[config.mk]
export PLATFORM = sky130hd
export DESIGN_NAME = opera_bus_fabric
export DESIGN_NICKNAME = d
export VERILOG_FILES = /design/src/rtl/opera_bus_pkg.sv /design/src/rtl/opera_addr_decode.sv /design/src/rtl/opera_bus_fabric.sv
export SDC_FILE = /design/constraint.sdc
export NUM_CORES = 1
export LEC_CHECK = 0
export BUFFER_PORTS_ARGS = -buffer_cell sky130_fd_sc_hd__buf_2
export CAP_MARGIN = 30
export CELL_PAD_IN_SITES_DETAIL_PLACEMENT = 0
export CELL_PAD_IN_SITES_GLOBAL_PLACEMENT = 2
export CORE_MARGIN = 2
export CORE_UTILIZATION = 25
export DETAILED_ROUTE_END_ITERATION = 8
export GPL_TIMING_DRIVEN = 0
export MAX_ROUTING_LAYER = met4
export PLACE_DENSITY = 0.87
export SLEW_MARGIN = 20
export SYNTH_ARGS = -nofsm -noshare
export SYNTH_HDL_FRONTEND = slang
export SYNTH_SLANG_ARGS = --single-unit
[constraint.sdc]
create_clock -name sys_clk -period 2.3 [get_ports sys_clk]
set_input_delay 0.23 -clock sys_clk [delete_from_list [all_inputs] [get_ports sys_clk]]
set_output_delay 0.23 -clock sys_clk [all_outputs]
set_load 0.01 [all_outputs]
[src/rtl/opera_bus_pkg.sv]
// Shared types and constants for the opera Wishbone bus fabric.
package opera_bus_pkg;

   typedef enum logic [1:0] {
      IDLE   = 2'd0,
      ACTIVE = 2'd1,
      RESP   = 2'd2
   } state_t;

   localparam logic [31:0] ERR_READ_DATA   = 32'hFFFFFFFF;
   localparam int          DEFAULT_TIMEOUT = 255;

endpackage

[src/rtl/opera_addr_decode.sv]
// Combinational priority address decoder: lowest matching slave index wins,
// slave 0 is selected when no region matches.
module opera_addr_decode
   import opera_bus_pkg::*;
#(
   parameter int                       NUM_SLAVES  = 4,
   parameter logic [NUM_SLAVES*32-1:0] REGION_BASE = {32'h03400000, 32'h03300000, 32'h03200000, 32'h0},
   parameter logic [NUM_SLAVES*32-1:0] REGION_MASK = {NUM_SLAVES{32'hFFFF0000}},
   localparam int                      IDX_W       = $clog2(NUM_SLAVES)
) (
   input  logic [31:0]           i_adr,
   output logic [IDX_W-1:0]      o_idx,
   output logic [NUM_SLAVES-1:0] o_match
);

   for (genvar gi = 1; gi < NUM_SLAVES; gi++) begin : g_match
      assign o_match[gi] = (i_adr & REGION_MASK[gi*32 +: 32]) ==
                           (REGION_BASE[gi*32 +: 32] & REGION_MASK[gi*32 +: 32]);
   end

   // Bit 0 flags the fallback, so the vector always has at least one bit set.
   assign o_match[0] = ~|o_match[NUM_SLAVES-1:1];

   always_comb begin
      o_idx = '0;
      for (int i = NUM_SLAVES - 1; i >= 1; i--) begin
         if (o_match[i]) o_idx = IDX_W'(i);
      end
   end

endmodule

[src/rtl/opera_bus_fabric.sv]
// Single-master Wishbone fabric with timeout handling.
// Optional debug counters are enabled by defining BUS_FABRIC_DEBUG_EN.
module opera_bus_fabric
   import opera_bus_pkg::*;
#(
   parameter int                       NUM_SLAVES     = 4,
   parameter logic [NUM_SLAVES*32-1:0] REGION_BASE    = {32'h03400000, 32'h03300000, 32'h03200000, 32'h0},
   parameter logic [NUM_SLAVES*32-1:0] REGION_MASK    = {NUM_SLAVES{32'hFFFF0000}},
   parameter int                       TIMEOUT_CYCLES = DEFAULT_TIMEOUT
) (
   input  logic                         sys_clk,
   input  logic                         reset_n,
   input  logic [31:0]                  m_adr,
   input  logic [31:0]                  m_dat_w,
   input  logic [3:0]                   m_sel,
   input  logic                         m_we,
   input  logic                         m_cyc,
   input  logic                         m_stb,
   output logic [31:0]                  m_dat_r,
   output logic                         m_ack,
   output logic                         m_err,
   output logic [31:0]                  s_adr,
   output logic [31:0]                  s_dat_w,
   output logic [3:0]                   s_sel,
   output logic                         s_we,
   output logic [NUM_SLAVES-1:0]        s_cyc,
   output logic [NUM_SLAVES-1:0]        s_stb,
   input  logic [NUM_SLAVES*32-1:0]     s_dat_r,
   input  logic [NUM_SLAVES-1:0]        s_ack,
   output logic [15:0]                  dbg_txn_cnt,
   output logic [31:0]                  dbg_err_adr
);

   localparam int IDX_W = $clog2(NUM_SLAVES);

   state_t                r_state;
   logic [IDX_W-1:0]      r_idx;
   logic [15:0]           r_wait_cnt;
   logic [31:0]           r_s_adr;
   logic [31:0]           r_s_dat_w;
   logic [3:0]            r_s_sel;
   logic                  r_s_we;
   logic [NUM_SLAVES-1:0] r_s_strb;
   logic [31:0]           r_m_dat_r;
   logic                  r_m_ack;
   logic                  r_m_err;

   logic [IDX_W-1:0]      w_idx;
   logic [NUM_SLAVES-1:0] w_match;
   logic [NUM_SLAVES-1:0] w_onehot;
   logic [31:0]           w_rdata;
   logic                  w_ack_sel;
   logic                  w_active;
   logic                  w_err_evt;

   opera_addr_decode #(
      .NUM_SLAVES  (NUM_SLAVES),
      .REGION_BASE (REGION_BASE),
      .REGION_MASK (REGION_MASK)
   ) u_decode (
      .i_adr   (m_adr),
      .o_idx   (w_idx),
      .o_match (w_match)
   );

   // Isolating the lowest set match bit gives the same winner as w_idx, already one-hot.
   assign w_onehot  = w_match & (~w_match + NUM_SLAVES'(1));
   assign w_ack_sel = |(s_ack & r_s_strb);
   assign w_active  = (r_state == ACTIVE) && m_cyc;
   assign w_err_evt = w_active && !w_ack_sel && (r_wait_cnt == 16'(TIMEOUT_CYCLES));

   always_comb begin
      w_rdata = '0;
      for (int i = 0; i < NUM_SLAVES; i++) begin
         if (r_idx == IDX_W'(i)) w_rdata = s_dat_r[i*32 +: 32];
      end
   end

   always_ff @(posedge sys_clk or negedge reset_n) begin
      if (!reset_n) begin
         r_state    <= IDLE;
         r_idx      <= '0;
         r_wait_cnt <= '0;
         r_s_adr    <= '0;
         r_s_dat_w  <= '0;
         r_s_sel    <= '0;
         r_s_we     <= 1'b0;
         r_s_strb   <= '0;
         r_m_dat_r  <= '0;
         r_m_ack    <= 1'b0;
         r_m_err    <= 1'b0;
      end else begin
         r_m_ack <= 1'b0;
         r_m_err <= 1'b0;
         case (r_state)
            IDLE: begin
               if (m_cyc && m_stb) begin
                  r_s_adr    <= m_adr;
                  r_s_dat_w  <= m_dat_w;
                  r_s_sel    <= m_sel;
                  r_s_we     <= m_we;
                  r_idx      <= w_idx;
                  r_s_strb   <= w_onehot;
                  r_wait_cnt <= '0;
                  r_state    <= ACTIVE;
               end
            end
            ACTIVE: begin
               if (!m_cyc) begin
                  r_s_strb <= '0;
                  r_state  <= IDLE;
               end else if (w_ack_sel) begin
                  r_m_dat_r <= w_rdata;
                  r_s_strb  <= '0;
                  r_m_ack   <= 1'b1;
                  r_state   <= RESP;
               end else if (w_err_evt) begin
                  r_m_dat_r <= ERR_READ_DATA;
                  r_s_strb  <= '0;
                  r_m_err   <= 1'b1;
                  r_state   <= RESP;
               end else begin
                  r_wait_cnt <= r_wait_cnt + 16'd1;
               end
            end
            RESP: begin
               r_state <= IDLE;
            end
            default: begin
               r_s_strb <= '0;
               r_state  <= IDLE;
            end
         endcase
      end
   end

`ifdef BUS_FABRIC_DEBUG_EN
   logic [15:0] r_dbg_txn_cnt;
   logic [31:0] r_dbg_err_adr;

   always_ff @(posedge sys_clk or negedge reset_n) begin
      if (!reset_n) begin
         r_dbg_txn_cnt <= '0;
         r_dbg_err_adr <= '0;
      end else begin
         if (r_m_ack || r_m_err) r_dbg_txn_cnt <= r_dbg_txn_cnt + 16'd1;
         if (w_err_evt)          r_dbg_err_adr <= r_s_adr;
      end
   end

   assign dbg_txn_cnt = r_dbg_txn_cnt;
   assign dbg_err_adr = r_dbg_err_adr;
`else
   assign dbg_txn_cnt = '0;
   assign dbg_err_adr = '0;
`endif

   assign m_dat_r = r_m_dat_r;
   assign m_ack   = r_m_ack;
   assign m_err   = r_m_err;
   assign s_adr   = r_s_adr;
   assign s_dat_w = r_s_dat_w;
   assign s_sel   = r_s_sel;
   assign s_we    = r_s_we;
   assign s_cyc   = r_s_strb;
   assign s_stb   = r_s_strb;

endmodule

Word-level counts from Yosys, hierarchy flattened
Cells that the tools add are included.
{"block": "op_classes", "n_addsub": 2, "n_reduce_logical": 17, "n_mux": 31, "n_bitwise": 4, "eq_ne": 14}
{"op": "32-bit two-way mux", "count": 6}
{"op": "16-bit two-way mux", "count": 4}
{"op": "16-bit by 10-bit equality test with 1-bit output, second input constant", "count": 3}
{"op": "16-bit case mux with 2 select lines", "count": 1}
{"op": "16-bit by 1-bit adder with 16-bit output, second input constant", "count": 1}
{"op": "16-bit by 8-bit equality test with 1-bit output, second input constant", "count": 1}
{"op": "4-bit two-way mux", "count": 4}
{"op": "2-bit two-way mux", "count": 7}
{"op": "4-bit case mux with 3 select lines", "count": 1}
{"op": "4-bit AND", "count": 2}
{"op": "2-bit != test, second input constant", "count": 4}
{"op": "1-bit two-way mux", "count": 7}
{"op": "2-bit equality test, second input constant", "count": 3}
{"op": "3-bit AND reduction", "count": 2}
{"op": "5-bit AND reduction", "count": 1}
{"op": "4-bit by 1-bit adder with 4-bit output, second input constant", "count": 1}
{"op": "2-bit by 1-bit equality test with 1-bit output, second input constant", "count": 2}
{"op": "1-bit logical AND", "count": 4}
{"op": "2-bit logical NOT", "count": 2}
{"op": "4-bit != test, second input constant", "count": 1}
{"op": "4-bit NOT", "count": 1}
{"op": "2-bit case mux with 2 select lines", "count": 1}
{"op": "2-bit AND reduction", "count": 2}
{"op": "2-bit nonzero test", "count": 2}
{"op": "4 further kinds", "count": 5}
{"block": "totals", "output_inout_bits": 159, "inputBits": 205, "elab_cells": 79, "ff_bits": 127}

Longest topological paths before layout
Gate-level depths: netlist of run 1.
{"block": "depth", "word_depth": 9, "ltp_mapped": 7, "depth_no_buf": 6}

By module
From an unflattened synthesis of run 1, not the netlist that was laid out.
{"block": "hier_totals", "hier_cells": 630, "area_unflattened_um2": 6600.1}
{"module": "opera_bus_fabric", "area_each_um2": 6492.5, "n_inst": 1, "seq_area_each_um2": 3178.0, "cells_per_inst": 614}
{"module": "opera_addr_decode", "area_each_um2": 107.6, "n_inst": 1, "seq_area_each_um2": 0.0, "cells_per_inst": 16}

Worst setup path after synthesis of run 1
No wires, ideal clock.
{"block": "synth_timing", "kind": "reg2reg", "start": "reg r_idx[0]", "end": "reg r_m_dat_r[10], in the netlist m_dat_r[10]", "path_buffers": 3, "required_ns": 2.179, "path_stages_with_launch": 6, "period_less_slack_ns": 1.927, "path_slack_ns": 0.373, "arrival_ns": 1.806, "setup_ns": 0.121, "cell_sequence": "dfrtp_1 buf_2 buf_2 buf_2 mux4_2 o22a_1"}
{"block": "synth_via", "elab_chain_len": 6, "elab_cells_between_ends": 9, "cone_classes": "3 x eq/ne; 5 x mux; 1 x reduce/logical"}
{"item": "start: declaration", "line": "opera_bus_fabric.sv:37", "text": "logic [IDX_W-1:0] r_idx;"}
{"item": "start signal: assignment", "line": "opera_bus_fabric.sv:102", "text": "r_idx <= w_idx;"}
{"item": "2-bit logical NOT", "line": "opera_bus_fabric.sv:75", "text": "if (r_idx == IDX_W'(i)) w_rdata = s_dat_r[i*32 +: 32];"}
{"item": "32-bit two-way mux (3 in series)", "line": "opera_bus_fabric.sv:75"}
{"item": "32-bit two-way mux *", "line": "opera_bus_fabric.sv:75"}
{"item": "32-bit two-way mux *", "line": "opera_bus_fabric.sv:112", "text": "end else if (w_ack_sel) begin"}
{"item": "end signal: assignment", "line": "opera_bus_fabric.sv:113", "text": "r_m_dat_r <= w_rdata;"}
{"item": "end: declaration", "line": "opera_bus_fabric.sv:44", "text": "logic [31:0] r_m_dat_r;"}
Mark *: on every way between the ends. The rest lies on a longest branch, timed or not.
A chain may end at the register's enable or synchronous reset.

Worst setup path in the final report of run 1
{"block": "layout_timing", "start": "reg r_s_strb[0], in the netlist s_cyc[0]", "end": "reg r_wait_cnt[9]"}
{"block": "layout_via", "elab_chain_len": 7, "elab_cells_between_ends": 8, "cone_classes": "2 x eq/ne; 1 x bitwise; 5 x reduce/logical"}
{"item": "start: declaration", "line": "opera_bus_fabric.sv:43", "text": "logic [NUM_SLAVES-1:0] r_s_strb;"}
{"item": "start signal: assignment", "line": "opera_bus_fabric.sv:103", "text": "r_s_strb <= w_onehot;"}
{"item": "4-bit AND *", "line": "opera_bus_fabric.sv:68", "text": "assign w_ack_sel = |(s_ack & r_s_strb);"}
{"item": "4-bit OR reduction *", "line": "opera_bus_fabric.sv:68"}
{"item": "1-bit logical NOT", "line": "opera_bus_fabric.sv:70", "text": "assign w_err_evt = w_active && !w_ack_sel && (r_wait_cnt == 16'(TIMEOUT_CYCLES));"}
{"item": "1-bit logical AND (2 in series)", "line": "opera_bus_fabric.sv:70"}
{"item": "2-bit != test (no source line)"}
{"item": "5-bit AND reduction (no source line) *"}
{"item": "end signal: assignment", "line": "opera_bus_fabric.sv:123", "text": "r_wait_cnt <= r_wait_cnt + 16'd1;"}
{"item": "end: declaration", "line": "opera_bus_fabric.sv:38", "text": "logic [15:0] r_wait_cnt;"}
Marked as above.

==> results.md, run 1 <==
* Status: complete, no violations
* Max-slew violation count at 0
* P per Cell Area at 850.5 nW/µm²
* Dpl cell area at 8551 µm²
* Wire per inst at 15.90 µm
* Post-place setup slack at -215.6 ps
* Initial drt markers at 279
* GPL Wtd Cong at 0.8280
* Drt drc at 0
* Worst r2r src: s_cyc[0]$_DFFE_PN0P_
* Worst setup path end: r_wait_cnt[9]$_DFFE_PN0P_
* Hold WC Path Type: input pin to flip-flop
* Critical Setup Path Class: flip-flop to flip-flop
* CTS tree: built
* Final Hold Vio Count at 0
* Total die area at 26680 µm²
* Tcrit/Tclk final at 95.74%
* Total CTS buffers at 17
* Vias in the first global route at 6111
* Max cap viols at 0
* Setup slack, reg-to-reg at 100 ps
* Die Height at 163.3 µm
* Top post-synthesis cells by area: dfrtp_1, nand2_1, mux4_2, buf_4, o22a_1
* CP Capture Type: flip-flop
* Overall global routing resource usage at 16.61%
* CP required at 2560 ps
* Synthesized area at 6347 µm²
* Longest Clk Path Bufs at 2
* VDD IR-drop max at 0.0003203 V
* Final setup margin at 98.00 ps
* Worst endpoint data arrival time at 2470 ps
* FF-to-FF End: r_wait_cnt[9]$_DFFE_PN0P_
* Largest net degree at the start of global routing at 73
* Leakage Power at 5.002 nW
* Final WL at 22.03 mm
* Synth-to-layout area growth at 52.47%
* Filler instances at 2530
* Synthesized instance count at 616
* Final Instance Count excl. Fillers at 1386
* Io pins at 364
* Ys flop type: dfrtp_1
* Yosys reg bits at 127
* Total gr overflow at 0
* Min cycle time layout at 2202 ps
* Skew final at 11.22 ps
* Antenna violations before repair at 2
* HPWL after detailed placement at 16.68 mm
* Final antenna-violating net count at 0
* Biggest area consumer among synthesized cells: dfrtp_1
* Starting density of the core at 25.35%
* Register area share after synthesis at 50.07%
* Most instantiated library cell after synthesis: nand2_1
* Worst Tran Pin Value at 698.2 ps
* Design Area, Final at 9678 µm²
* Post-synth EDFFs at 0
* Skew-Pair Late Insertion Delay at 420 ps
* First-pass GRT wire length at 32.91 mm
* Area share of the largest cell type after synthesis at 50.07%
* Crit path from: s_cyc[0]$_DFFE_PN0P_
* TritonRoute pass-1 iters at 4
* Core box area at 25040 µm²
* Worst-path clk slew at 60 ps
* R2R cell count at 6
* Via count at 6131
* Mapped Avg Cell Area at 10.30 µm²
* Mean number of vias per cell at 4.424
* Cell variety after synth at 51
* Port Buffers at 315
* Worst relative slew slack at 53.09%
* Synthesis warning total at 0
* Die width at 163.3 µm
* Hold slack final at 14.08 ps
* Crit-path max FO at 10
* Share of post-route cells with drive strength above 1 at 43.83%
* Clock root buffer: clkbuf_16
* Post-Place Cells at 1309
* RSZ-0062 raised after global routing: no
* Row count at 58
* Post-synth ARST share at 100.0%
* TritonCTS Sinks at 127
* Endpoints failing setup at 0
* Startpoint Class: flip-flop
* Fmax at 454.1 MHz
* Post-synth top cells: nand2_1, dfrtp_1, buf_4
* Final layout net count at 1247
* H-tree depth at 4
-- critical path: stages, from the launching register on --
cell and delay, ps:
dfrtp_1 450, a22o_1 300, or3_1 350, buf_2 180
buf_2 210, o311ai_0 410, o211ai_1 150
-- cells by family after synthesis --
kind of cell / synth area share [%]
simple gates: 20.30
flops: 50.07
buf+inv: 8.614
compound gates: 8.141
mux: 12.34
xor+xnor: 0.2760
fa+ha+maj: 0.1971
other cells: 0.05908
-- routing by layer --
metal / vias to the layer above / wire (µm) / track usage, %
li1: 2897 / - / -
met1: 2956 / 9485 / 20.36
met2: 257 / 10600 / 27.54
met3: 21 / 1629 / 3.987
met4: 0 / 318 / 4.264
met5: - / 0 / -
-- repair_timing --
| item | CTS | global route |
|---|---|---|
| endpoints found under the hold margin | 97 | 0 |
| hold buffers | 43 | 0 |
| pin swaps | 0 | 1 |
| setup endpoints to repair | 45 | 49 |
| buffers inserted | 0 | 2 |
| gates resized for setup | 6 | 8 |
-- worst min-delay path by stage --
stage / slack [ps] / cells past startpoint / start / endpoint
after global routing: 10 / 3 / m_adr[27] / s_adr[27]$_DFFE_PN0P_
after detailed placement: 180 / 1 / reset_n / m_dat_r[24]$_DFFE_PN0P_
after floorplan: -70 / 0 / reset_n / m_ack$_DFF_PN0_
after CTS: 2 / 3 / m_dat_w[14] / s_dat_w[14]$_DFFE_PN0P_
final: 10 / 3 / m_dat_w[21] / s_dat_w[21]$_DFFE_PN0P_
after global placement: 420 / 3 / m_dat_w[22] / s_dat_w[22]$_DFFE_PN0P_
-- cells in the final DEF, fill, tap and decap left out, types with 3 or more instances in the layout --
cell           netlist  routed
o21ai_0              4       4
nand2b_1             6       6
clkbuf_1            19      13
o21a_1               6       6
nand4_1              5       5
mux2i_1              4       4
or4_1                4       4
buf_4               53      55
nand2_1            224     224
inv_1                4       4
o31ai_1              3       3
nor2b_1              3       3
clkbuf_8             0       3
bufinv_16            0       4
conb_1               1      48
clkbuf_16            0      17
o22a_1              26      26
dfrtp_1            127     127
nor4_1              10      10
and3_1               5       5
a22o_1               4       4
clkinv_4             0       3
nor2_1               7       4
nand3_1              9       9
a221o_1              3       3
mux4_2              32      32
clkinvlp_4           0       3
clkbuf_2             0       4
dlygate4sd3_1        0      43
or3_1                7       7
buf_2               11     324
-- where the power goes --
group          internal [mW]  switching [mW]  total, mW
clock                   1.91            1.06       2.97
combinational           1.03            1.11       2.14
sequential              2.81           0.303       3.11
total                   5.75            2.48       8.23
-- flip-flops by register name, summed over array words and instances (netlist names) --
signal	count
m_dat_r	32
s_we	1
m_err	1
r_idx	2
r_state	2
s_sel	4
s_cyc	4
m_ack	1
r_wait_cnt	16
s_adr	32
s_dat_w	32
-- per-stage QoR --
stage	total power [mW]	TNS (ps)	util [%]
final	8.231	0	38.66
after global placement	5.220	-113490	34.00
after CTS	8.336	0	38.49
after global routing	8.706	0	38.66
after detailed placement	5.259	-4219	34.15
after floorplan	4.184	0	-
-- area by class of cell --
type | instances | area (µm²) | share of cell area (%)
multi-input combinational | 447 | 2823 | 29.17
timing repair buffer | 361 | 2059 | 21.28
antenna | 2 | 5.005 | 0.05171
sequential | 127 | 3178 | 32.84
inverter | 4 | 15.01 | 0.1551
clock buffer | 20 | 466.7 | 4.822
tap | 330 | 412.9 | 4.266
clock inverter | 12 | 182.7 | 1.888
buffer | 83 | 535.5 | 5.533
No activity file was read; power rests on OpenSTA's default activity.
==> run 2: changes to the inputs <==
ABC_AREA = 0   (was unset)
CELL_PAD_IN_SITES_GLOBAL_PLACEMENT = 1   (was 2)
CORE_MARGIN = 4   (was 2)
CORE_UTILIZATION = 30   (was 25)
PLACE_DENSITY = 0.82   (was 0.87)
==> results.md, run 2 (synthesis gave the netlist of run 1 again) <==
* Die Height at 153.5 µm (-6.1%)
* Clock root buffer: clkbuf_16
* Crit-path max FO at 15 (+5)
* CP Capture Type: flip-flop
* Filler instances at 1966 (-22%)
* Final antenna-violating net count at 0 (unchanged)
* Final setup margin at 128.8 ps (+30.78 ps)
* Total gr overflow at 0 (unchanged)
* H-tree depth at 4 (unchanged)
* Mean number of vias per cell at 4.570 (+3.3%)
* Total power at 8.032 mW (-2.4%)
* First-pass GRT wire length at 34.52 mm (+4.9%)
* Hold WC Path Type: input pin to flip-flop
* Final WL at 21.99 mm (-0.20%)
* Max-slew violation count at 0 (unchanged)
* Longest Clk Path Bufs at 2 (unchanged)
* Antenna violations before repair at 1 (-1)
* Initial drt markers at 287 (+2.9%)
* Io pins at 364 (unchanged)
* Total die area at 23550 µm² (-12%)
* Fmax at 460.6 MHz (+1.4%)
* VDD IR-drop max at 0.0004740 V (+48%)
* Critical Setup Path Class: flip-flop to flip-flop
* CP required at 2600 ps (+40 ps)
* HPWL after detailed placement at 17.11 mm (+2.6%)
* Final layout net count at 1251 (+0.32%)
* Total CTS buffers at 17 (unchanged)
* Wire per inst at 16.54 µm (+4.1%)
* Status: complete, no violations
* Port Buffers at 315 (unchanged)
* Endpoints failing setup at 0 (unchanged)
* Dpl cell area at 8476 µm² (-0.88%)
* Worst Tran Pin Value at 728.3 ps (+30.03 ps)
* Share of post-route cells with drive strength above 1 at 43.38% (-0.45 points)
* Post-place setup slack at -150.2 ps (+65.42 ps)
* Overall global routing resource usage at 19.12% (+2.5 points)
* Die width at 153.5 µm (-6.1%)
* Synth-to-layout area growth at 51.03%
* Most frequent cells in the layout: buf_2, nand2_1, dfrtp_1, buf_4, conb_1
* Setup TNS at 0 ps (unchanged)
* Core box area at 20490 µm² (-18%)
* TritonRoute pass-1 iters at 4 (unchanged)
* Skew-Pair Late Insertion Delay at 420 ps (about the same)
* Vias in the first global route at 6334 (+3.6%)
* RSZ-0062 raised after global routing: no
* Most common cell after layout, fill and taps aside: buf_2
* TritonCTS Sinks at 127 (unchanged)
* Via count at 6074 (-0.93%)
* Drt drc at 0 (unchanged)
* Worst-path clk slew at 60 ps (about the same)
* Setup slack, reg-to-reg at 130 ps (+30 ps)
* Leakage Power at 4.987 nW (-0.29%)
* Worst relative slew slack at 51.45% (-1.6 points)
* P per Cell Area at 837.8 nW/µm² (-1.5%)
* CTS tree: built
* Final Hold Vio Count at 0 (unchanged)
* Starting density of the core at 30.97% (+5.6 points)
* Row count at 52 (-10%)
* Design Area, Final at 9587 µm² (-0.94%)
* Skew final at 12.36 ps (+1.138 ps)
* Startpoint Class: flip-flop
* Final Instance Count excl. Fillers at 1329 (-4.1%)
* Largest net degree at the start of global routing at 67 (-8.2%)
* Tcrit/Tclk final at 94.40% (-1.3 points)
* GPL Wtd Cong at 0.8944 (+8.0%)
* Post-Place Cells at 1249 (-4.6%)
* Worst endpoint data arrival time at 2470 ps (about the same)
* Max cap viols at 0 (unchanged)
* Min cycle time layout at 2171 ps (-30.78 ps)
## run 2: what timing repair did
item,4_1_cts,5_1_grt
gates resized for setup,2,11
pin swaps,0,2
buffers inserted,0,3
endpoints found under the hold margin,105,0
hold buffers,45,0
endpoints found under the setup margin,24,45
## run 2: routing by layer
metal  part of all wire [%]  vias to the layer above  GRT usage [%]
met3                    7.8                       19          5.626
met2                     49                      248          31.01
met5                      0                        -              -
met1                     42                     2912          23.51
met4                    1.5                        0          5.088
li1                       -                     2895              -
## run 2: stage by stage
step	hold WS (ps)	utilization [%]
after floorplan	-65.59	-
after global placement	418.5	41.17
after detailed placement	206.4	41.36
after CTS	0.8989	46.51
after global routing	4.056	46.78
final	18.24	46.78
## run 2: path summary, 6_finish.rpt
path,startpoint,endpoint,cells after the start
setup / recovery,r_idx[1]$_DFFE_PN0P_,m_dat_r[29]$_DFFE_PN0P_,3
hold / removal,m_dat_w[12],s_dat_w[12]$_DFFE_PN0P_,3
setup reg to reg,r_idx[1]$_DFFE_PN0P_,m_dat_r[29]$_DFFE_PN0P_,3
hold reg to reg,s_sel[0]$_DFFE_PN0P_,s_sel[0]$_DFFE_PN0P_,2
max in group asynchronous,reset_n,s_adr[29]$_DFFE_PN0P_,3
min in group asynchronous,reset_n,m_dat_r[7]$_DFFE_PN0P_,2
## run 2: worst max-delay path, stage by stage (launching register included)
cell	delay, ps
dfrtp_1	810
buf_1	580
mux4_2	460
o22a_1	200
## run 2: layout make-up
class	instances	area, µm²	area share (%)
flip-flops and latches	127	3178	33.15
multi-input cells	447	2823	29.44
repair buffers	364	2087	21.77
plain buffers	84	538.0	5.612
clock buffers	20	446.7	4.659
well taps	270	337.8	3.524
clock inverters	12	158.9	1.658
inverters	4	15.01	0.1566
diodes	1	2.502	0.02610
## run 2: power by group
group	internal, mW	switching (mW)
combinational	1.03	1.12
clock	1.74	1.03
sequential	2.81	0.298
==> run 3: changes to the inputs <==
MAX_ROUTING_LAYER = unset   (was met4)
==> results.md, run 3 (synthesis gave the netlist of run 1 again) <==
* Drt drc at 0 (unchanged)
* Leakage Power at 4.987 nW (unchanged)
* HP Start: m_dat_w[12]
* Global routing usage on met2 at 30.99% (about the same)
* RSZ-0062 raised after global routing: no
* Mean number of vias per cell at 4.565 (-0.12%)
* Synth-to-layout area growth at 51.03% (unchanged)
* Final Instance Count excl. Fillers at 1329 (unchanged)
* Antenna violations before repair at 1 (unchanged)
* Largest net degree at the start of global routing at 67 (unchanged)
* Status: complete, no violations
* Most common cell after layout, fill and taps aside: buf_2
* Family with the most delay on the worst path: flip-flops
* Worst Tran Pin Value at 741.6 ps (+13.36 ps)
* Post-Place Cells at 1249 (unchanged)
* Total die area at 23550 µm² (unchanged)
* Min cycle time layout at 2177 ps (+5.697 ps)
* Share of post-route cells with drive strength above 1 at 43.38% (unchanged)
* Total CTS buffers at 17 (unchanged)
* Die width at 153.5 µm (unchanged)
* FF-to-FF End: m_dat_r[29]$_DFFE_PN0P_
* Via count at 6067 (-0.12%)
* Crit-path max FO at 15 (unchanged)
* Final layout net count at 1251 (unchanged)
* GR Util met3 at 6.220% (+0.59 points)
* Most frequent cells in the layout: buf_2, nand2_1, dfrtp_1, buf_4, conb_1
* Final setup margin at 123.1 ps (-5.697 ps)
* CP max stage delay at 820 ps (about the same)
* Total gr overflow at 0 (unchanged)
* P per Cell Area at 838.6 nW/µm² (about the same)
* Worst path depth at 3 (unchanged)
* Skew final at 9.080 ps (-3.276 ps)
* Max-slew violation count at 0 (unchanged)
* R2R cell count at 3 (unchanged)
* TritonCTS Sinks at 127 (unchanged)
* Die Height at 153.5 µm (unchanged)
* WHS Endpoint: s_dat_w[12]$_DFFE_PN0P_
* Overall global routing resource usage at 18.59% (-0.53 points)
* Worst-path clk slew at 60 ps (about the same)
* Vias in the first global route at 6307 (-0.43%)
* Post-layout util at 46.78% (unchanged)
* HPWL after detailed placement at 17.11 mm (unchanged)
* Design Area, Final at 9587 µm² (unchanged)
* Worst relative slew slack at 50.56% (-0.89 points)
* Initial drt markers at 289 (+0.70%)
* Worst r2r src: r_idx[1]$_DFFE_PN0P_
* Post-place setup slack at -150.2 ps (unchanged)
* VDD IR-drop max at 0.0004863 V (+2.6%)
* Io pins at 364 (unchanged)
* Clock root buffer: clkbuf_16
* Critical Setup Path Class: flip-flop to flip-flop
* Final antenna-violating net count at 0 (unchanged)
* Dpl cell area at 8476 µm² (unchanged)
* CP required at 2600 ps (about the same)
* Final Hold Vio Count at 0 (unchanged)
* Core box area at 20490 µm² (unchanged)
* Hold WC Path Type: input pin to flip-flop
* H-tree depth at 4 (unchanged)
* Port Buffers at 315 (unchanged)
* Worst hold stages at 3 (unchanged)
* Startpoint Class: flip-flop
* CTS tree: built
* Starting density of the core at 30.97% (unchanged)
* Setup TNS at 0 ps (unchanged)
* Final WL at 21.99 mm (unchanged)
* Max cap viols at 0 (unchanged)
* Met1 Usage GRT at 23.24% (-0.27 points)
* Wire per inst at 16.54 µm (unchanged)
* CP Cell Sequence: buf_1, mux4_2, o22a_1
* Worst endpoint data arrival time at 2480 ps (about the same)
* GPL Wtd Cong at 0.8798 (-1.6%)
* Row count at 52 (unchanged)
* TritonRoute pass-1 iters at 4 (unchanged)
* GRT busiest layer: met2
* Setup slack, reg-to-reg at 120 ps (about the same)
* Skew-Pair Late Insertion Delay at 420 ps (about the same)
* CP Buf/Inv Count at 1 (unchanged)
* CP Capture Type: flip-flop
* First-pass GRT wire length at 34.64 mm (+0.36%)
* Fmax at 459.4 MHz (-0.26%)
* Tcrit/Tclk final at 94.65% (+0.25 points)
* Endpoints failing setup at 0 (unchanged)
* Slowest cell on crit path: dfrtp_1
* Longest Clk Path Bufs at 2 (unchanged)
==> run 3: cell counts in the layout (fill, tap and decap cells not counted) <==
No cell type changed its count.
==> run 3: worst max path at each step <==
stage | startpoint | endpoint | slack, ps
finish | r_idx[1]$_DFFE_PN0P_ | m_dat_r[29]$_DFFE_PN0P_ | 120
global route | s_cyc[0]$_DFFE_PN0P_ | r_wait_cnt[13]$_DFFE_PN0P_ | 9
CTS | r_idx[0]$_DFFE_PN0P_ | m_dat_r[29]$_DFFE_PN0P_ | 10
detailed placement | r_idx[1]$_DFFE_PN0P_ | m_dat_r[29]$_DFFE_PN0P_ | -150
global placement | reset_n | s_dat_w[17]$_DFFE_PN0P_ | -810
floorplan | r_idx[0]$_DFFE_PN0P_ | m_dat_r[10]$_DFFE_PN0P_ | 370
==> run 3: report_power, final <==
group / internal, mW / total, mW / switching (mW)
clock: 1.74 / 2.78 / 1.03
combinational: 1.03 / 2.15 / 1.12
sequential: 2.81 / 3.11 / 0.299
==> run 3: repair_timing <==
item / 4_1_cts / 5_1_grt
resized for setup: 2 / 11
hold buffers: 45 / 0
pin swaps: 0 / 2
endpoints found under the hold margin: 105 / 0
buffers inserted: 0 / 3
setup endpoints to repair: 24 / 45
==> run 3: layer usage <==
metal	share of wire, %	up-vias
met3	8.5	20
met2	49	266
met1	41	2882
li1	-	2899
met5	0	-
met4	1.6	0
==> run 3: tightest hold or removal path, cell delays in order <==
cell	delay, ps
buf_2	80
nand2_1	40
nand2_1	50
==> run 3: cell type report <==
cell class                 instances  area, µm²
multi-input combinational        447       2823
sequential                       127       3178
antenna                            1      2.502
clock buffer                      20      446.7
timing repair buffer             364       2087
fill                            1966      10910
inverter                           4      15.01
buffer                            84      538.0
clock inverter                    12      158.9
tap                              270      337.8
==> run 3: per-stage QoR <==
step           power (mW)  hold slack, ps
2_1_floorplan       4.184          -65.59
3_3_place_gp        5.215           418.5
3_5_place_dp        5.266           206.4
4_1_cts             8.144          0.8989
5_1_grt             8.546           3.987
6_report            8.040           18.35
